<file path="config.mk">
export PLATFORM = sky130hd
export DESIGN_NAME = int_ctrl
export DESIGN_NICKNAME = d
export VERILOG_FILES = /design/src/rtl/int_ctrl_pkg.sv /design/src/rtl/int_ctrl_irq_sync.sv /design/src/rtl/int_ctrl.sv
export SDC_FILE = /design/constraint.sdc
export NUM_CORES = 1
export LEC_CHECK = 0
export CAP_MARGIN = 10
export CORE_UTILIZATION = 40
export DETAILED_ROUTE_END_ITERATION = 7
export PLACE_DENSITY = 0.68
export SYNTH_ARGS = -nofsm -noshare
export SYNTH_HDL_FRONTEND = slang
export SYNTH_SLANG_ARGS = --single-unit
</file>
<file path="constraint.sdc">
create_clock -name mem_clk -period 1.7 [get_ports mem_clk]
set_clock_uncertainty 0.1 [all_clocks]
set_input_delay 0.17 -clock mem_clk [delete_from_list [all_inputs] [get_ports mem_clk]]
set_output_delay 0.17 -clock mem_clk [all_outputs]
set_load 0.1 [all_outputs]
</file>
<file path="src/rtl/int_ctrl_pkg.sv">
// Shared CP0 definitions: exception codes, CP0 register indices, interrupt FSM states
// and the interrupt priority encoder.
package int_ctrl_pkg;

  localparam int unsigned NUM_HW_IRQ = 6;
  localparam int unsigned NUM_IP     = 8;

  localparam logic [4:0] EX_CODE_INT  = 5'h00;
  localparam logic [4:0] EX_CODE_ADEL = 5'h04;
  localparam logic [4:0] EX_CODE_ADES = 5'h05;
  localparam logic [4:0] EX_CODE_SYS  = 5'h08;
  localparam logic [4:0] EX_CODE_BP   = 5'h09;
  localparam logic [4:0] EX_CODE_RI   = 5'h0a;
  localparam logic [4:0] EX_CODE_OV   = 5'h0c;

  localparam logic [4:0] CP0_REG_STATUS = 5'd12;
  localparam logic [4:0] CP0_REG_CAUSE  = 5'd13;
  localparam logic [4:0] CP0_REG_EPC    = 5'd14;

  typedef enum logic [1:0] {
    ST_IDLE    = 2'd0,
    ST_REQ     = 2'd1,
    ST_SERVICE = 2'd2
  } int_state_e;

  // Highest set index wins (IP7 highest, IP0 lowest).
  function automatic logic [2:0] prio_idx(input logic [NUM_IP-1:0] vec);
    logic [2:0] idx;
    idx = 3'd0;
    for (int i = 0; i < NUM_IP; i++) begin
      if (vec[i]) idx = 3'(i);
    end
    return idx;
  endfunction

endpackage

</file>
<file path="src/rtl/int_ctrl_irq_sync.sv">
// One interrupt line: synchronizer chain plus a history flop for rising-edge detection.
module irq_sync #(
  parameter int unsigned SYNC_STAGES = 2
) (
  input  logic mem_clk,
  input  logic rst,
  input  logic irq_raw,
  output logic sync_dly,
  output logic rise_c
);

  logic [SYNC_STAGES-1:0] chain;
  logic                   prev;

  always_ff @(posedge mem_clk) begin
    if (rst) begin
      chain <= '0;
      prev  <= 1'b0;
    end else begin
      chain <= {chain[SYNC_STAGES-2:0], irq_raw};
      prev  <= chain[SYNC_STAGES-1];
    end
  end

  // History resets low, so a line already high at reset release reads as a rise.
  assign sync_dly = prev;
  assign rise_c   = chain[SYNC_STAGES-1] & ~prev;

endmodule

</file>
<file path="src/rtl/int_ctrl.sv">
// Interrupt controller: synchronizes device lines, keeps pending state and
// sequences one interrupt request at a time toward the pipeline.
module int_ctrl
  import int_ctrl_pkg::*;
#(
  parameter int unsigned SYNC_STAGES = 2,
  parameter logic [5:0]  EDGE_MASK   = 6'b111111
) (
  input  logic       mem_clk,
  input  logic       rst,
  input  logic [5:0] irq_in,
  input  logic       ie,
  input  logic       exl,
  input  logic [7:0] int_mask,
  input  logic [1:0] sw_int,
  input  logic       int_ack,
  input  logic       eret,
  output logic [5:0] int_sig_out,
  output logic       int_req,
  output logic [2:0] int_id,
  output logic       busy
);

  int_state_e state;
  logic [5:0] pending;
  logic [5:0] sync_dly;
  logic [5:0] rise_c;
  logic [5:0] ack_clr_c;
  logic [7:0] eligible_c;

  for (genvar g = 0; g < NUM_HW_IRQ; g++) begin : g_sync
    irq_sync #(.SYNC_STAGES(SYNC_STAGES)) u_sync (
      .mem_clk  (mem_clk),
      .rst      (rst),
      .irq_raw  (irq_in[g]),
      .sync_dly (sync_dly[g]),
      .rise_c   (rise_c[g])
    );
  end

  assign eligible_c  = {pending, sw_int} & int_mask;
  assign int_sig_out = pending;

  // Acknowledge clears the hardware line being serviced; sw_int lines are not ours.
  always_comb begin
    ack_clr_c = '0;
    if (state == ST_REQ && int_ack && int_id >= 3'd2)
      ack_clr_c = 6'(6'd1 << (int_id - 3'd2));
  end

  // A new edge on the same cycle as its clear keeps the line pending.
  always_ff @(posedge mem_clk) begin
    if (rst) begin
      pending <= '0;
    end else begin
      for (int i = 0; i < NUM_HW_IRQ; i++) begin
        if (EDGE_MASK[i]) pending[i] <= (pending[i] & ~ack_clr_c[i]) | rise_c[i];
        else              pending[i] <= sync_dly[i];
      end
    end
  end

  always_ff @(posedge mem_clk) begin
    if (rst) begin
      state   <= ST_IDLE;
      int_req <= 1'b0;
      int_id  <= 3'd0;
      busy    <= 1'b0;
    end else begin
      case (state)
        ST_IDLE: begin
          if (eligible_c != 8'd0 && ie && !exl) begin
            state   <= ST_REQ;
            int_req <= 1'b1;
            int_id  <= prio_idx(eligible_c);
          end
        end
        ST_REQ: begin
          if (int_ack) begin
            state   <= ST_SERVICE;
            int_req <= 1'b0;
            busy    <= 1'b1;
          end else if (!eligible_c[int_id] || !ie || exl) begin
            state   <= ST_IDLE;
            int_req <= 1'b0;
          end
        end
        ST_SERVICE: begin
          if (eret) begin
            state <= ST_IDLE;
            busy  <= 1'b0;
          end
        end
        default: begin
          state   <= ST_IDLE;
          int_req <= 1'b0;
          busy    <= 1'b0;
        end
      endcase
    end
  end

endmodule
</file>
# == Yosys cells after proc, flatten, opt, wreduce, memory -nomap -nowiden ==
# Cells that the tools add are included.
# op_classes
muxes,22
n_addsub,1
order_cmp,2
n_eq_ne,6
n_reduce_logical,15
shift,1
n_bitwise,33
# ops
op,count
$mux W3,6
$not A1 Y1,14
$and A1 B1 Y1,12
$reduce_and A3 Y1,3
$and A8 B8 Y8,1
$mux W2,4
$reduce_bool A8 Y1,1
$mux W1,7
$mux W6,1
$ne A2 B2 Y1 const B,3
$or A1 B1 Y1,6
$pmux W1 S3,2
$pmux W2 S3,1
$shl A1 B3 Y6 const A,1
$logic_and A1 B1 Y1,4
$lt A3 B4 Y1 const B,1
$bmux W1 S3,1
$ge A3 B2 Y1 const B,1
$logic_not A1 Y1,3
$ne A3 B2 Y1 const B,1
$sub A3 B2 Y3 const B,1
$eq A2 B1 Y1 const B,1
$eq A2 B2 Y1 const B,1
$logic_not A2 Y1,1
2 further kinds,3
# word_totals
output_inout_bits,11
in_bits,22
ff_bits,31

# == Logic depth before layout (Yosys ltp) ==
# logic_depth
depth_word,9
ltp_mapped,6
depth_no_buf,6

# == Cells and area by module ==
# Synthesis repeated with hierarchy kept, for this count alone.
# hier_totals
hier_cells,130
hier_area_um2,1296.2
# modules_own_cells
mod,instances,seq_area_each_um2,cells_each,area_each_um2
int_ctrl,1,260.2,88,770.7
irq_sync,6,60.1,7,87.6

# == Least setup slack after synthesis ==
# OpenSTA, ideal clock, no wires.
# synth_timing
kind,flip-flop to flip-flop
from,register int_id[1]
to,register pending[2] (netlist: int_sig_out[2])
path_stages_with_launch,7
setup_time_ps,132
n_path_buf,0
arrival_ps,2058
required_time_ps,1468
period_less_slack_ps,2290
path_slack_ps,-590
cell_sequence,dfxtp_1 > inv_1 > ha_1 > nor2b_1 > o211ai_1 > o21ai_0 > a21oi_1
# synth_via
elab_chain_len,6
word_cells_on_any_way,8
cone_classes,add/sub (1); order compare (1); shift (1); mux (1); bitwise (3); reduce/logical (1)
# synth_rtl
item,line_no,rtl
start: declaration,int_ctrl.sv:20,"output logic [2:0] int_id,"
start signal: assignment,int_ctrl.sv:75,int_id <= prio_idx(eligible_c);
$sub A3 B2 Y3 or $ge A3 B2 Y1 (tied branches),"int_ctrl.sv:48, int_ctrl.sv:47",
$shl A1 B3 Y6 or $logic_and A1 B1 Y1 (tied branches),"int_ctrl.sv:48, int_ctrl.sv:47",
$mux W6 *,int_ctrl.sv:47,if (state == ST_REQ && int_ack && int_id >= 3'd2)
$not A1 Y1 *,int_ctrl.sv:57,if (EDGE_MASK[i]) pending[i] <= (pending[i] & ~ack_clr_c[i]) | rise_c[i];
$and A1 B1 Y1 *,int_ctrl.sv:57,
$or A1 B1 Y1 *,int_ctrl.sv:57,
end signal: indexed assignment,int_ctrl.sv:57,
end signal: indexed assignment,int_ctrl.sv:58,else pending[i] <= sync_dly[i];
end: declaration,int_ctrl.sv:25,logic [5:0] pending;
# Mark *: on every way between the ends. The rest lies on a longest branch, timed or not.
# A chain may end at the register's enable or synchronous reset.

# == Worst setup path in the final report ==
# layout_timing
from,register state[1]
to,register int_id[1]
# layout_via
elab_chain_len,2
# layout_rtl
item,line_no,rtl
start: declaration,int_ctrl.sv:24,int_state_e state;
start signal: assignment,int_ctrl.sv:65,state <= ST_IDLE;
start signal: assignment,int_ctrl.sv:73,state <= ST_REQ;
start signal: assignment,int_ctrl.sv:80,state <= ST_SERVICE;
$logic_not A2 Y1,int_ctrl.sv:70,case (state)
$reduce_and A2 Y1 (no line),--,
# No other way between the ends.

==> results.cfg <==
[outcome]
outcome = finished, final reports clean

[yosys]
synth_top_family_by_area = simple AND/OR/NAND/NOR gates
synthAdderAreaFrac_pct = 1.96
asyncSetResetFlopFracSynth_pct = 0
avgSynthCellArea_um2 = 9.40
synth-seq-area-share_pct = 48.5
synth_nets = 160
synthFlopType = dfxtp_1
netlist_top_cells_area = dfxtp_1 (49%), nor2b_1 (10%), a21oi_1 (3.9%), a22oi_1 (2.9%), nand2_1 (2.9%)
synth-edff-count = 0
syn_inst = 136
ys_ff_latch = 31
yosys.area_share.simple_pct = 23.4
synth_xor_area_share_pct = 0
yosysWarnings = 0
synth-compound-area-share_pct = 22.2
netlist.top_cell.by_area = dfxtp_1
netlist_area_um2 = 1280
synthMuxAreaShare_pct = 0
ys_types = 32
synth_top_area_share_pct = 48.5

[clocking]
cts_root_buf = clkbuf_4
clkLatencyLatePin_ps = 310
cts_tree = yes
numCtsBuffers = 5
ctsHoldBuffers = 0
htreeDepth = 2
cts_setup_buffers = 0
ctsResizeCount = 0
clock_path_buffers = 2
path_clk_slew_ps = 90
cts_num_sinks = 31

[cells_and_area]
multi_input_area_um2 = 608
area_growth_syn_to_layout_pct = 50.4
nNetsFinal = 205
seqCellArea_um2 = 639
drive_above_1_share_pct = 22.5
fillers = 249
antenna_cells = 0

[placed_design]
place_congestion = 0.901
hpwl_mm = 2.06
io_buffers = 32
dp_slack_ps = -177

[drt]
wl_met2_mm = 1.37
wl_mm = 2.74
drtIter0Drc = 50
route.met3.wl_um = 170
vias_per_cell = 5.15
num_vias = 1164
drt-met1-wl_mm = 1.16
drtAntennaViolNets = 0
first_pass_iters = 4
top_layer = met4
route.detailed.wl_per_inst_um = 12.1
drc = 0

[floorplan]
num_io_pins = 33
initial_core_util_pct = 41.9
dieHeight_um = 58.5
rows = 20
die_w_um = 58.5
core-area_um2 = 3050
dieArea_um2 = 3430

[setup_path]
slowest_delay_ps = 410
crit_fanout = 6
cp_slowest_cell = or3b_4
worstSetupEndpointType = register
cp.arrival_ps = 1700
required_ps = 1820
crit_path_start_kind = register
worstSetupStartpoint = state[1]
r2r_setup_slack_ps = 120
worstSetupPathType = register to register
cp.buffers_inverters = 0
rr_worst_depth = 4
r2r-start = state[1]
crit_family = simple AND/OR/NAND/NOR gates
crit_chain = or3b_4 -> a41oi_4 -> nand2_1 -> a211oi_1
reg2reg_to = int_id[1]

[sta]
hold_viol = 0
rsz0062_at_grt = no
worstMarginPinSlew_ps = 520
fmax_ghz = 0.633
setup_slack_ps = 120
hold_slack_ps = 311
slew-limit-headroom_pct = 64.9
slew_violations = 0
fin_crit_sh_pct = 92.9
setup_viol = 0
layout_min_cycle_time_ps = 1580

[pwr]
switching_share_pct = 28.5
pwr-share-clk_pct = 28.0
vdd_drop_max_v = 0.000526
p_per_area_nw_per_um2 = 855
p_comb_share_pct = 23.4
intPower_uw = 1180
cellLeakagePower_uw = 0.000721
switchingPower_uw = 469
seq_power_share_pct = 48.6

[global_route]
grt_max_degree = 27
grt_pass1_vias = 1094
antenna_found_initial = 0
grt_pass1_wl_mm = 4.65
track_usage_pct = 18.1
grt_overflow_total = 0

[min_path]
min_from = irq_in[2]
holdPathStages = 2
hold_path_class = primary input to register
holdPathEnd = g_sync[2].u_sync.chain[0]

[job]
cap_violations = 0
## power groups by stage
stage / clock network (µW) / registers, µW / logic, µW
2_1_floorplan: 0 / 917 / 106
3_3_place_gp: 0 / 814 / 379
3_5_place_dp: 0 / 815 / 384
4_1_cts: 477 / 799 / 386
5_1_grt: 522 / 805 / 408
6_report: 460 / 799 / 385
## Yosys cell counts, types with 2 or more instances
library cell / number
nor2_1: 4
ha_1: 2
nand2b_1: 5
o31ai_1: 2
a31oi_1: 2
nor2b_1: 21
o21ai_0: 3
dfxtp_1: 31
a22oi_1: 5
a21oi_1: 10
o2111ai_1: 3
o211ai_1: 4
a211oi_1: 2
nand2_1: 10
clkbuf_1: 3
nand3_1: 5
inv_1: 8
nand4_1: 2
## flip-flops by register name, indices dropped and copies added, names as in the netlist
register,cells
busy,1
g_sync.u_sync.chain,12
g_sync.u_sync.sync_dly,6
int_id,3
int_req,1
int_sig_out,6
state,2
## metrics by stage
| step | util (%) | std cells | cell area [µm²] | setup TNS, ps | power, µW |
|---|---|---|---|---|---|
| 2_1_floorplan | - | 136 | 1300 | 0 | 1020 |
| 3_3_place_gp | 60.7 | 218 | 1850 | -285 | 1190 |
| 3_5_place_dp | 60.7 | 218 | 1850 | -496 | 1200 |
| 4_1_cts | 63.0 | 226 | 1920 | 0 | 1660 |
| 5_1_grt | 63.0 | 226 | 1920 | 0 | 1740 |
| 6_report | 63.0 | 226 | 1920 | 0 | 1640 |
## cell families after synthesis
| kind of cell | Yosys count |
|---|---|
| buffers and inverters | 13 |
| AND/OR/NAND/NOR | 52 |
| AO/OA/AOI/OAI | 38 |
| flip-flops | 31 |
| adder cells (fa/ha/maj) | 2 |
## worst max-delay path by stage
stage                end  slack, ps  cells after the start
2_1_floorplan  int_id[2]          5                      4
3_3_place_gp   int_id[1]        -90                      5
3_5_place_dp   int_id[1]       -180                      5
4_1_cts        int_id[1]        130                      4
5_1_grt        int_id[1]          8                      4
6_report       int_id[1]        120                      4
## cells in the final DEF, fill, tap and decap left out, drive strengths merged, types with 2 or more instances in the layout
cell type and count:
dfxtp 31, o211ai 4, nand3 5, nor2 4, a21oi 10, o21ai 3
clkbuf 8, clkdlybuf4s50 21, a211oi 2, nand4 2, nand2b 5, a22oi 5
o2111ai 3, nor2b 21, o31ai 2, nand2 10, ha 2, a31oi 2
buf 21, inv 8
## layer usage
| layer | vias to the layer above | GRT usage [%] |
|---|---|---|
| li1 | 585 | - |
| met1 | 523 | 20.6 |
| met2 | 52 | 31.0 |
| met3 | 4 | 5.05 |
| met4 | 0 | 9.18 |
| met5 | - | 0 |
## cell type report
class | count | area share [%]
clock buffer | 8 | 3.58
tap | 44 | 2.86
sequential | 31 | 33.2
multi-input combinational | 92 | 31.6
inverter | 9 | 1.76
timing repair buffer | 42 | 26.9
Power figures use the tool's default switching activity.
